### src/rtl/logip_pkg.sv
// Shared types and constants for the SUMP command decoder.
// Opcode constants, FSM state enum, command/pulse structs and decode helpers.
// No ports; imported by cmd_decoder_if and cmd_decoder.
package logip_pkg;

  localparam logic [7:0] OP_RESET    = 8'h00;
  localparam logic [7:0] OP_ARM      = 8'h01;
  localparam logic [7:0] OP_ID       = 8'h02;
  localparam logic [7:0] OP_XON      = 8'h11;
  localparam logic [7:0] OP_XOFF     = 8'h13;
  localparam logic [7:0] OP_DIV      = 8'h80;
  localparam logic [7:0] OP_CNT      = 8'h81;
  localparam logic [7:0] OP_FLGS     = 8'h82;
  localparam logic [7:0] OP_TRG_BASE = 8'hC0;

  typedef enum logic {
    ST_IDLE = 1'b0,
    ST_DATA = 1'b1
  } state_e;

  // Long command as received: opcode followed by a 32-bit little-endian word.
  typedef struct packed {
    logic [7:0]  opcode;
    logic [31:0] data;
  } cmd_t;

  // One bit per output strobe; at most one bit is ever set.
  typedef struct packed {
    logic sft_rst;
    logic arm;
    logic id;
    logic set_mask;
    logic set_val;
    logic set_cfg;
    logic set_div;
    logic set_cnt;
    logic set_flgs;
  } pulse_t;

  // Short opcodes (bit 7 clear). XON/XOFF and anything unknown decode to nothing.
  function automatic pulse_t decode_short(input logic [7:0] op);
    pulse_t p;
    p = '0;
    case (op)
      OP_RESET: p.sft_rst = 1'b1;
      OP_ARM:   p.arm     = 1'b1;
      OP_ID:    p.id      = 1'b1;
      default:  p         = '0;
    endcase
    return p;
  endfunction

  // Long opcodes (bit 7 set), decoded once the fourth data byte lands.
  function automatic pulse_t decode_long(input logic [7:0] op);
    pulse_t p;
    p = '0;
    if (op[7:4] == OP_TRG_BASE[7:4]) begin
      case (op[1:0])
        2'd0:    p.set_mask = 1'b1;
        2'd1:    p.set_val  = 1'b1;
        2'd2:    p.set_cfg  = 1'b1;
        default: p          = '0;
      endcase
    end else begin
      case (op)
        OP_DIV:  p.set_div  = 1'b1;
        OP_CNT:  p.set_cnt  = 1'b1;
        OP_FLGS: p.set_flgs = 1'b1;
        default: p          = '0;
      endcase
    end
    return p;
  endfunction

endpackage

### src/rtl/cmd_decoder_if.sv
// Byte-in / strobe-out bundle between UART receiver, decoder and its consumers.
// master: decoder side (takes rx byte+strobe, drives cmd word, stage and pulses).
// slave: environment side (drives rx byte+strobe, observes decoder outputs).
interface cmd_decoder_if;
  import logip_pkg::*;

  logic [7:0]  rx_data_i;
  logic        rx_stb_i;
  logic [31:0] cmd_o;
  logic        set_mask_o;
  logic        set_val_o;
  logic        set_cfg_o;
  logic [1:0]  stg_o;
  logic        arm_o;
  logic        sft_rst_o;
  logic        id_o;
  logic        set_div_o;
  logic        set_cnt_o;
  logic        set_flgs_o;

  modport master (
    input  rx_data_i, rx_stb_i,
    output cmd_o, set_mask_o, set_val_o, set_cfg_o, stg_o, arm_o,
           sft_rst_o, id_o, set_div_o, set_cnt_o, set_flgs_o
  );

  modport slave (
    output rx_data_i, rx_stb_i,
    input  cmd_o, set_mask_o, set_val_o, set_cfg_o, stg_o, arm_o,
           sft_rst_o, id_o, set_div_o, set_cnt_o, set_flgs_o
  );

endinterface

### src/rtl/cmd_decoder.sv
// Purpose: decode SUMP command bytes into registered config strobes, cmd word and stage.
// Latency: every pulse is high the cycle after the edge accepting the final byte.
// Backpressure: none; a byte is accepted on every rx strobe, back-to-back included.
// Ports: clk_i, rst_i (sync, active-high), bus (cmd_decoder_if.master).
module cmd_decoder
  import logip_pkg::*;
#(
  parameter int TIMEOUT_CYCLES = 0,
  parameter int CNT_W          = 24
) (
  input  logic          clk_i,
  input  logic          rst_i,
  cmd_decoder_if.master bus
);

  localparam bit TO_EN = (TIMEOUT_CYCLES != 0);
  // Value of the idle counter on the cycle that expires the partial command.
  localparam logic [CNT_W-1:0] TO_LAST = CNT_W'((TIMEOUT_CYCLES == 0) ? 0 : TIMEOUT_CYCLES - 1);

  state_e           state_q, state_d;
  logic [1:0]       idx_q, idx_d;
  logic [CNT_W-1:0] cnt_q, cnt_d;
  cmd_t             cur_q, cur_d;
  logic [31:0]      cmd_q, cmd_d;
  logic [1:0]       stg_q, stg_d;
  pulse_t           pulse_q, pulse_d;

  always_comb begin
    state_d = state_q;
    idx_d   = idx_q;
    cnt_d   = cnt_q;
    cur_d   = cur_q;
    cmd_d   = cmd_q;
    stg_d   = stg_q;
    pulse_d = '0;

    case (state_q)
      ST_IDLE: begin
        if (bus.rx_stb_i) begin
          if (bus.rx_data_i[7]) begin
            cur_d.opcode = bus.rx_data_i;
            idx_d        = 2'd0;
            cnt_d        = '0;
            state_d      = ST_DATA;
          end else begin
            pulse_d = decode_short(bus.rx_data_i);
          end
        end
      end

      ST_DATA: begin
        // A byte on the expiry cycle takes priority over the timeout.
        if (bus.rx_stb_i) begin
          cnt_d = '0;
          idx_d = idx_q + 2'd1;
          cur_d.data[{idx_q, 3'b000} +: 8] = bus.rx_data_i;
          if (idx_q == 2'd3) begin
            cmd_d   = {bus.rx_data_i, cur_q.data[23:0]};
            pulse_d = decode_long(cur_q.opcode);
            if (cur_q.opcode[7:4] == OP_TRG_BASE[7:4]) begin
              stg_d = cur_q.opcode[3:2];
            end
            state_d = ST_IDLE;
          end
        end else if (TO_EN) begin
          if (cnt_q == TO_LAST) begin
            cnt_d   = '0;
            state_d = ST_IDLE;
          end else begin
            cnt_d = cnt_q + 1'b1;
          end
        end
      end

      default: state_d = ST_IDLE;
    endcase
  end

  always_ff @(posedge clk_i) begin
    if (rst_i) begin
      state_q <= ST_IDLE;
      idx_q   <= '0;
      cnt_q   <= '0;
      cur_q   <= '0;
      cmd_q   <= '0;
      stg_q   <= '0;
      pulse_q <= '0;
    end else begin
      state_q <= state_d;
      idx_q   <= idx_d;
      cnt_q   <= cnt_d;
      cur_q   <= cur_d;
      cmd_q   <= cmd_d;
      stg_q   <= stg_d;
      pulse_q <= pulse_d;
    end
  end

  assign bus.cmd_o      = cmd_q;
  assign bus.stg_o      = stg_q;
  assign bus.sft_rst_o  = pulse_q.sft_rst;
  assign bus.arm_o      = pulse_q.arm;
  assign bus.id_o       = pulse_q.id;
  assign bus.set_mask_o = pulse_q.set_mask;
  assign bus.set_val_o  = pulse_q.set_val;
  assign bus.set_cfg_o  = pulse_q.set_cfg;
  assign bus.set_div_o  = pulse_q.set_div;
  assign bus.set_cnt_o  = pulse_q.set_cnt;
  assign bus.set_flgs_o = pulse_q.set_flgs;

endmodule

### src/flat_wrapper.sv
// flat-port wrapper written by rule: the top's interface ports become plain ports
module cmd_decoder_flat import logip_pkg::*;
#(
  parameter int TIMEOUT_CYCLES = 0,
  parameter int CNT_W          = 24
)
  (clk_i, rst_i, bus_rx_data_i, bus_rx_stb_i, bus_cmd_o, bus_set_mask_o, bus_set_val_o, bus_set_cfg_o, bus_stg_o, bus_arm_o, bus_sft_rst_o, bus_id_o, bus_set_div_o, bus_set_cnt_o, bus_set_flgs_o);
  cmd_decoder_if bus_i ();
  input  logic clk_i;
  input  logic rst_i;
  input wire logic [$bits(bus_i.rx_data_i)-1:0] bus_rx_data_i;
  input wire logic [$bits(bus_i.rx_stb_i)-1:0] bus_rx_stb_i;
  output wire logic [$bits(bus_i.cmd_o)-1:0] bus_cmd_o;
  output wire logic [$bits(bus_i.set_mask_o)-1:0] bus_set_mask_o;
  output wire logic [$bits(bus_i.set_val_o)-1:0] bus_set_val_o;
  output wire logic [$bits(bus_i.set_cfg_o)-1:0] bus_set_cfg_o;
  output wire logic [$bits(bus_i.stg_o)-1:0] bus_stg_o;
  output wire logic [$bits(bus_i.arm_o)-1:0] bus_arm_o;
  output wire logic [$bits(bus_i.sft_rst_o)-1:0] bus_sft_rst_o;
  output wire logic [$bits(bus_i.id_o)-1:0] bus_id_o;
  output wire logic [$bits(bus_i.set_div_o)-1:0] bus_set_div_o;
  output wire logic [$bits(bus_i.set_cnt_o)-1:0] bus_set_cnt_o;
  output wire logic [$bits(bus_i.set_flgs_o)-1:0] bus_set_flgs_o;
  assign bus_i.rx_data_i = bus_rx_data_i;
  assign bus_i.rx_stb_i = bus_rx_stb_i;
  assign bus_cmd_o = bus_i.cmd_o;
  assign bus_set_mask_o = bus_i.set_mask_o;
  assign bus_set_val_o = bus_i.set_val_o;
  assign bus_set_cfg_o = bus_i.set_cfg_o;
  assign bus_stg_o = bus_i.stg_o;
  assign bus_arm_o = bus_i.arm_o;
  assign bus_sft_rst_o = bus_i.sft_rst_o;
  assign bus_id_o = bus_i.id_o;
  assign bus_set_div_o = bus_i.set_div_o;
  assign bus_set_cnt_o = bus_i.set_cnt_o;
  assign bus_set_flgs_o = bus_i.set_flgs_o;
  cmd_decoder #(.TIMEOUT_CYCLES(TIMEOUT_CYCLES), .CNT_W(CNT_W)) u_core (.clk_i(clk_i), .rst_i(rst_i), .bus(bus_i));
endmodule
### config.mk
export PLATFORM = sky130hd
export DESIGN_NAME = cmd_decoder_flat
export DESIGN_NICKNAME = d
export VERILOG_FILES = /design/src/rtl/logip_pkg.sv /design/src/rtl/cmd_decoder_if.sv /design/src/rtl/cmd_decoder.sv /design/src/flat_wrapper.sv
export SDC_FILE = /design/constraint.sdc
export NUM_CORES = 1
export LEC_CHECK = 0
export CORE_MARGIN = 4
export CORE_UTILIZATION = 46
export CTS_CLUSTER_SIZE = 25
export DETAILED_ROUTE_END_ITERATION = 10
export GPL_ROUTABILITY_DRIVEN = 1
export GPL_TIMING_DRIVEN = 0
export PLACE_DENSITY_LB_ADDON = 0.08
export SLEW_MARGIN = 20
export SYNTH_ARGS = -nofsm -noshare
export SYNTH_HDL_FRONTEND = slang
export SYNTH_SLANG_ARGS = --single-unit
### constraint.sdc
create_clock -name clk_i -period 1.73 [get_ports clk_i]
set_input_delay 0.346 -clock clk_i [delete_from_list [all_inputs] [get_ports clk_i]]
set_output_delay 0.346 -clock clk_i [all_outputs]
set_load 0.01 [all_outputs]
==> After elaboration in Yosys (flattened, before gate mapping) <==
Cells that the tools add are included.
Widths: inputs -> output; s select.
{ "classes": {"add_sub_neg": 2, "shift": 2, "eq_ne": 12, "reduce_logical": 7, "muxes": 25, "n_bitwise": 1} }
{ "op_table": {"columns": ["cell", "n"], "rows": [
  ["$mux 9", 4],
  ["$bwmux 32", 1],
  ["$shift 8x7->32 const A", 1],
  ["$shiftx 8x7->32", 1],
  ["$eq 8x8->1 const B", 3],
  ["$pmux 9 s2", 1],
  ["$mux 1", 13],
  ["$reduce_and 3->1", 3],
  ["$eq 8x1->1 const B", 1],
  ["$eq 8x2->1 const B", 1],
  ["$logic_not 8->1", 1],
  ["$neg 5->7", 1],
  ["$mux 2", 3],
  ["$mux 6", 1],
  ["$ne 2x2->1 const B", 3],
  ["$eq 2x2->1 const B", 2],
  ["$eq 4x4->1 const B", 1],
  ["$pmux 2 s2", 1],
  ["$reduce_and 4->1", 1],
  ["$add 2x1->2 const B", 1],
  ["$eq 2x1->1 const B", 1],
  ["$logic_not 2->1", 1],
  ["$pmux 1 s2", 1],
  ["$reduce_and 2->1", 1],
  ["$not 1->1", 1]
]} }
{ "totals": {"word_cells": 64, "register_bits": 86, "output_inout_bits": 43, "in_bits": 11} }

==> Longest topological paths before layout <==
{ "depth": {"ltp_word": 6, "depth_mapped": 7, "ltp_nobuf": 5} }

==> Worst setup path before layout <==
OpenSTA, ideal clock, no wires.
{ "synth_timing": {"path_kind": "reg2reg", "start": "register u_core.idx_q[0]", "end": "register u_core.cur_q[16] in the netlist's numbering", "t_arrival_ns": 1.549, "synth_period_minus_slack_ns": 1.666, "setup_slack_ns": 0.064, "setup_time_ns": 0.117, "path_stages_with_launch": 8, "cell_sequence": "dfxtp_1 -> inv_1 -> ha_1 -> and3b_1 -> buf_2 -> nor4bb_1 -> buf_2 -> a22o_1"} }
{ "synth_via": {"elab_chain_len": 3, "elab_cells_between_ends": 4} }
{ "synth_rtl": {"columns": ["item", "line_no", "rtl"], "rows": [
  ["start, declared", "cmd_decoder.sv:21", "logic [1:0] idx_q, idx_d;"],
  ["start signal, assigned", "cmd_decoder.sv:90", "idx_q <= idx_d;"],
  ["$neg 5->7 *", "cmd_decoder.sv:56", "cur_d.data[{idx_q, 3'b000} +: 8] = bus.rx_data_i;"],
  ["$shiftx 8x7->32 or $shift 8x7->32 (tied branches)", "cmd_decoder.sv:56", null],
  ["$bwmux 32 *", "cmd_decoder.sv:56", null],
  ["end signal, assigned", "cmd_decoder.sv:92", "cur_q <= cur_d;"],
  ["end, declared", "cmd_decoder.sv:23", "cmd_t cur_q, cur_d;"]
]} }
Mark *: on every way between the ends. The rest lies on a longest branch, timed or not.
A chain may end at the register's enable or synchronous reset.

==> Final worst setup path <==
{ "layout_timing": {"start": "register u_core.idx_q[0]", "end": "register u_core.cur_q[22] in the netlist's numbering"} }
The elaborated chain is that of the path after synthesis.

==> run summary <==
• vertical extent of the die: 86.18 um
• CTS tree: done
• most numerous cell types in the synthesized netlist: sky130_fd_sc_hd__dfxtp_1 (78), sky130_fd_sc_hd__nand2_1 (74), sky130_fd_sc_hd__a21oi_1 (38)
• num ports: 54
• global-route usage over all layers: 19.70%
• I/O Buffers: 51
• clock sink count: 78
• reported leakage power: 1.308 nW
• Remaining Overflow, GRT: 0
• outcome: completed
• dpl hpwl: 4658 um
• netlist area before placement: 0.002811 mm2
• number of flops mapped to enable cells by yosys: 0
• number of library cell types mapped by synthesis: 33
• clock power share: 40.7%
• ratio of cells with drive above 1 in the final layout: 10.81%
• clock latency at the later pin of the worst-skew pair: 0.35 ns
• fin crit period: 1.641 ns
• biggest area consumer among synthesized cells: sky130_fd_sc_hd__dfxtp_1
• via count: 2334
• layout overhead on the synthesized area: 30.49%
• WP data arrival: 1.88 ns
• Synth async-reset ratio: 0%
• initial core utilization: 47.49%
• final worst path period share: 94.85%
• switch share: 22.24%
• Primary FF master, synth: sky130_fd_sc_hd__dfxtp_1
• final routed wire length divided by cell count: 14.99 um
• average cell area after synthesis: 9.279 um2
• Sw Pwr: 0.0007473 W
• clock slew seen by the registers of the worst setup and hold paths: 0.08 ns
• Max Fclk: 609.4 MHz
• number of H-tree levels: 3
• number of core rows: 28
• wire length reported by the detailed router: 6671 um
• count of yosys warnings during synthesis: 0
• type of the worst setup path: reg -> reg
• synthesized instance count: 303
• Hold WS: 0.4220 ns
• post-CTS setup-driven buffer insertion count: 0
• Hold Crit Class: in -> reg
• post-cts hold buffer count: 0
• count of routing violations after the opening detailed-route iteration: 127
• cells taking the most area after synthesis: sky130_fd_sc_hd__dfxtp_1 (56%), sky130_fd_sc_hd__nand2_1 (9.9%), sky130_fd_sc_hd__a21oi_1 (6.8%)
• final-stage net count: 381
• setup violation total in the final timing report: 0
• CTS Buf Count: 9
• endpoint required time on the critical path: 1.97 ns
• antenna violations before repair: 0
• RSZ-0062 raised after global routing: yes
• sequential element share of the synthesized area: 55.54%
• buffers from clock root to sink, at most: 2
• VDD IR max: 0.5602 mV
• number of violations of the max-capacitance limit: 0
• Tightest Pin Transition: 0.5154 ns
• Residual DRC: 0
• pwr/cell area: 916.0 mW/mm2
• most used standard cell by instance count after synthesis: sky130_fd_sc_hd__dfxtp_1
• syn nets: 319
• synthesized flop and latch total: 78
• Resized Gates After CTS: 5
• horizontal die dimension: 86.18 um
• Diodes inserted: 0
• relative contribution of combinational cells to total power: 5.0%
• Die Footprint: 0.007427 mm2
• global-route wire length before repair: 11360 um
• top-area cell type share of the netlist area: 55.54%
• Startpoint Class: flip-flop
• Pint: 0.002613 W
• via-per-instance ratio: 5.245
• Pwr Total: 0.003360 W
• pins over their slew limit: 0
• antenna-violating nets left: 0
• Placeable Area: 0.005921 mm2
• worst-case clock skew: 0.007894 ns
• final count of hold timing violations: 0
• relative slew slack: 65.64%
• Flop pwr share: 54.3%
• fill cell total of the finished layout: 537
• CTS root buffer: sky130_fd_sc_hd__clkbuf_8
• via count of the first global-routing pass: 2268
• sort of element at the end of the critical path: flip-flop
• pin count of the biggest net entering global routing: 13
• router iterations before antenna repair: 4
• RD Place Congestion: 0.8268
• biggest fanout along the worst timing path: 9
==> cell type report <==
| class | count | area, um2 | share of cell area [%] |
|---|---|---|---|
| well taps | 75 | 93.84 | 2.558 |
| clock inverters | 4 | 45.04 | 1.228 |
| clock buffers | 12 | 155.1 | 4.229 |
| inverters | 4 | 15.01 | 0.4093 |
| repair buffers | 51 | 510.5 | 13.92 |
| multi-input cells | 198 | 1165 | 31.75 |
| flip-flops and latches | 78 | 1567 | 42.70 |
| plain buffers | 23 | 117.6 | 3.206 |
==> sequential cells by signal, indices dropped and copies added, names as in the netlist <==
name / count
u_core.bus.id_o: 1
u_core.cur_q: 32
u_core.bus.sft_rst_o: 1
u_core.bus.set_cnt_o: 1
u_core.bus.stg_o: 2
u_core.bus.arm_o: 1
u_core.bus.set_cfg_o: 1
u_core.bus.set_div_o: 1
u_core.bus.set_val_o: 1
u_core.state_q: 1
u_core.bus.cmd_o: 32
u_core.bus.set_mask_o: 1
u_core.bus.set_flgs_o: 1
u_core.idx_q: 2
==> critical path, stage by stage, from the launching register on <==
cell and delay (ns):
sky130_fd_sc_hd__dfxtp_4 0.39, sky130_fd_sc_hd__inv_2 0.06, sky130_fd_sc_hd__ha_4 0.24, sky130_fd_sc_hd__and3b_1 0.17, sky130_fd_sc_hd__buf_4 0.16, sky130_fd_sc_hd__nor4bb_2 0.17
sky130_fd_sc_hd__buf_4 0.16, sky130_fd_sc_hd__a22o_1 0.18
==> power by group through the flow <==
stage	Combinational [W]	Clock (W)	Sequential [W]
finish	0.000167	0.00137	0.00183
detailed placement	0.000160	0	0.00187
global placement	0.000158	0	0.00187
floorplan	0.0000942	0	0.00186
global route	0.000183	0.00148	0.00183
CTS	0.000164	0.00140	0.00183
==> stage by stage <==
step	instance area [um2]	setup TNS, ns	instances	setup slack, ns	utilization [%]
3_5_place_dp	3416	-15.04	429	-0.3103	57.69
4_1_cts	3641	0	445	0.01275	61.50
3_3_place_gp	3416	-13.92	429	-0.2863	57.69
2_1_floorplan	2811	0	303	0.06403	-
6_report	3669	0	445	0.08914	61.96
5_1_grt	3669	-0.1013	445	-0.02268	61.96
==> kinds of logic (layout without fill, tap and decap cells) <==
group | Yosys count | after routing | synth area share (%)
buf+inv | 27 | 94 | 4.094
fa+ha+maj | 5 | 5 | 2.225
mux | 9 | 9 | 3.204
compound gates | 63 | 63 | 14.60
flops | 78 | 78 | 55.54
simple gates | 121 | 121 | 20.34
==> metal layers <==
metal | vias to the layer above | global-route usage (%) | share of wire (%)
li1 | 1167 | - | -
met1 | 1108 | 26.23 | 48
met2 | 47 | 31.60 | 46
met4 | 0 | 8.499 | 1.9
met5 | - | 0 | 0
met3 | 12 | 3.422 | 3.7
==> path summary, 6_finish.rpt <==
kind,start,endpoint,slack [ns],cells after the start
hold reg to reg,u_core.bus.cmd_o[28],u_core.bus.cmd_o[28],0.45,2
setup / recovery,u_core.idx_q[0],u_core.cur_q[22],0.09,7
hold / removal,bus_rx_data_i[0],u_core.bus.cmd_o[24],0.42,3
setup reg to reg,u_core.idx_q[0],u_core.cur_q[22],0.09,7
==> cell usage in the layout (no fill, tap or decap), types with 2 or more instances in the layout <==
cell type                         Yosys  routed
sky130_fd_sc_hd__dfxtp_1             78      76
sky130_fd_sc_hd__nand2_1             74      74
sky130_fd_sc_hd__clkdlybuf4s50_1      0      51
sky130_fd_sc_hd__a21oi_1             38      38
sky130_fd_sc_hd__nor2_1              19      19
sky130_fd_sc_hd__clkbuf_1            12      11
sky130_fd_sc_hd__clkbuf_8             0      11
sky130_fd_sc_hd__mux2i_1              9       9
sky130_fd_sc_hd__a32o_1               8       8
sky130_fd_sc_hd__a22o_1               8       8
sky130_fd_sc_hd__buf_2               11       5
sky130_fd_sc_hd__a32oi_1              5       5
sky130_fd_sc_hd__nand4b_1             4       4
sky130_fd_sc_hd__ha_1                 5       4
sky130_fd_sc_hd__inv_2                1       3
sky130_fd_sc_hd__buf_4                0       3
sky130_fd_sc_hd__clkbuf_4             0       3
sky130_fd_sc_hd__nand3_1              4       3
sky130_fd_sc_hd__clkinv_2             0       3
sky130_fd_sc_hd__nand3_2              1       2
sky130_fd_sc_hd__nand3b_1             2       2
sky130_fd_sc_hd__and3_1               2       2
sky130_fd_sc_hd__clkbuf_2             0       2
sky130_fd_sc_hd__nor4_1               2       2
sky130_fd_sc_hd__nor3_1               2       2
sky130_fd_sc_hd__nor3b_1              2       2
(Power assumes the default switching activity.)
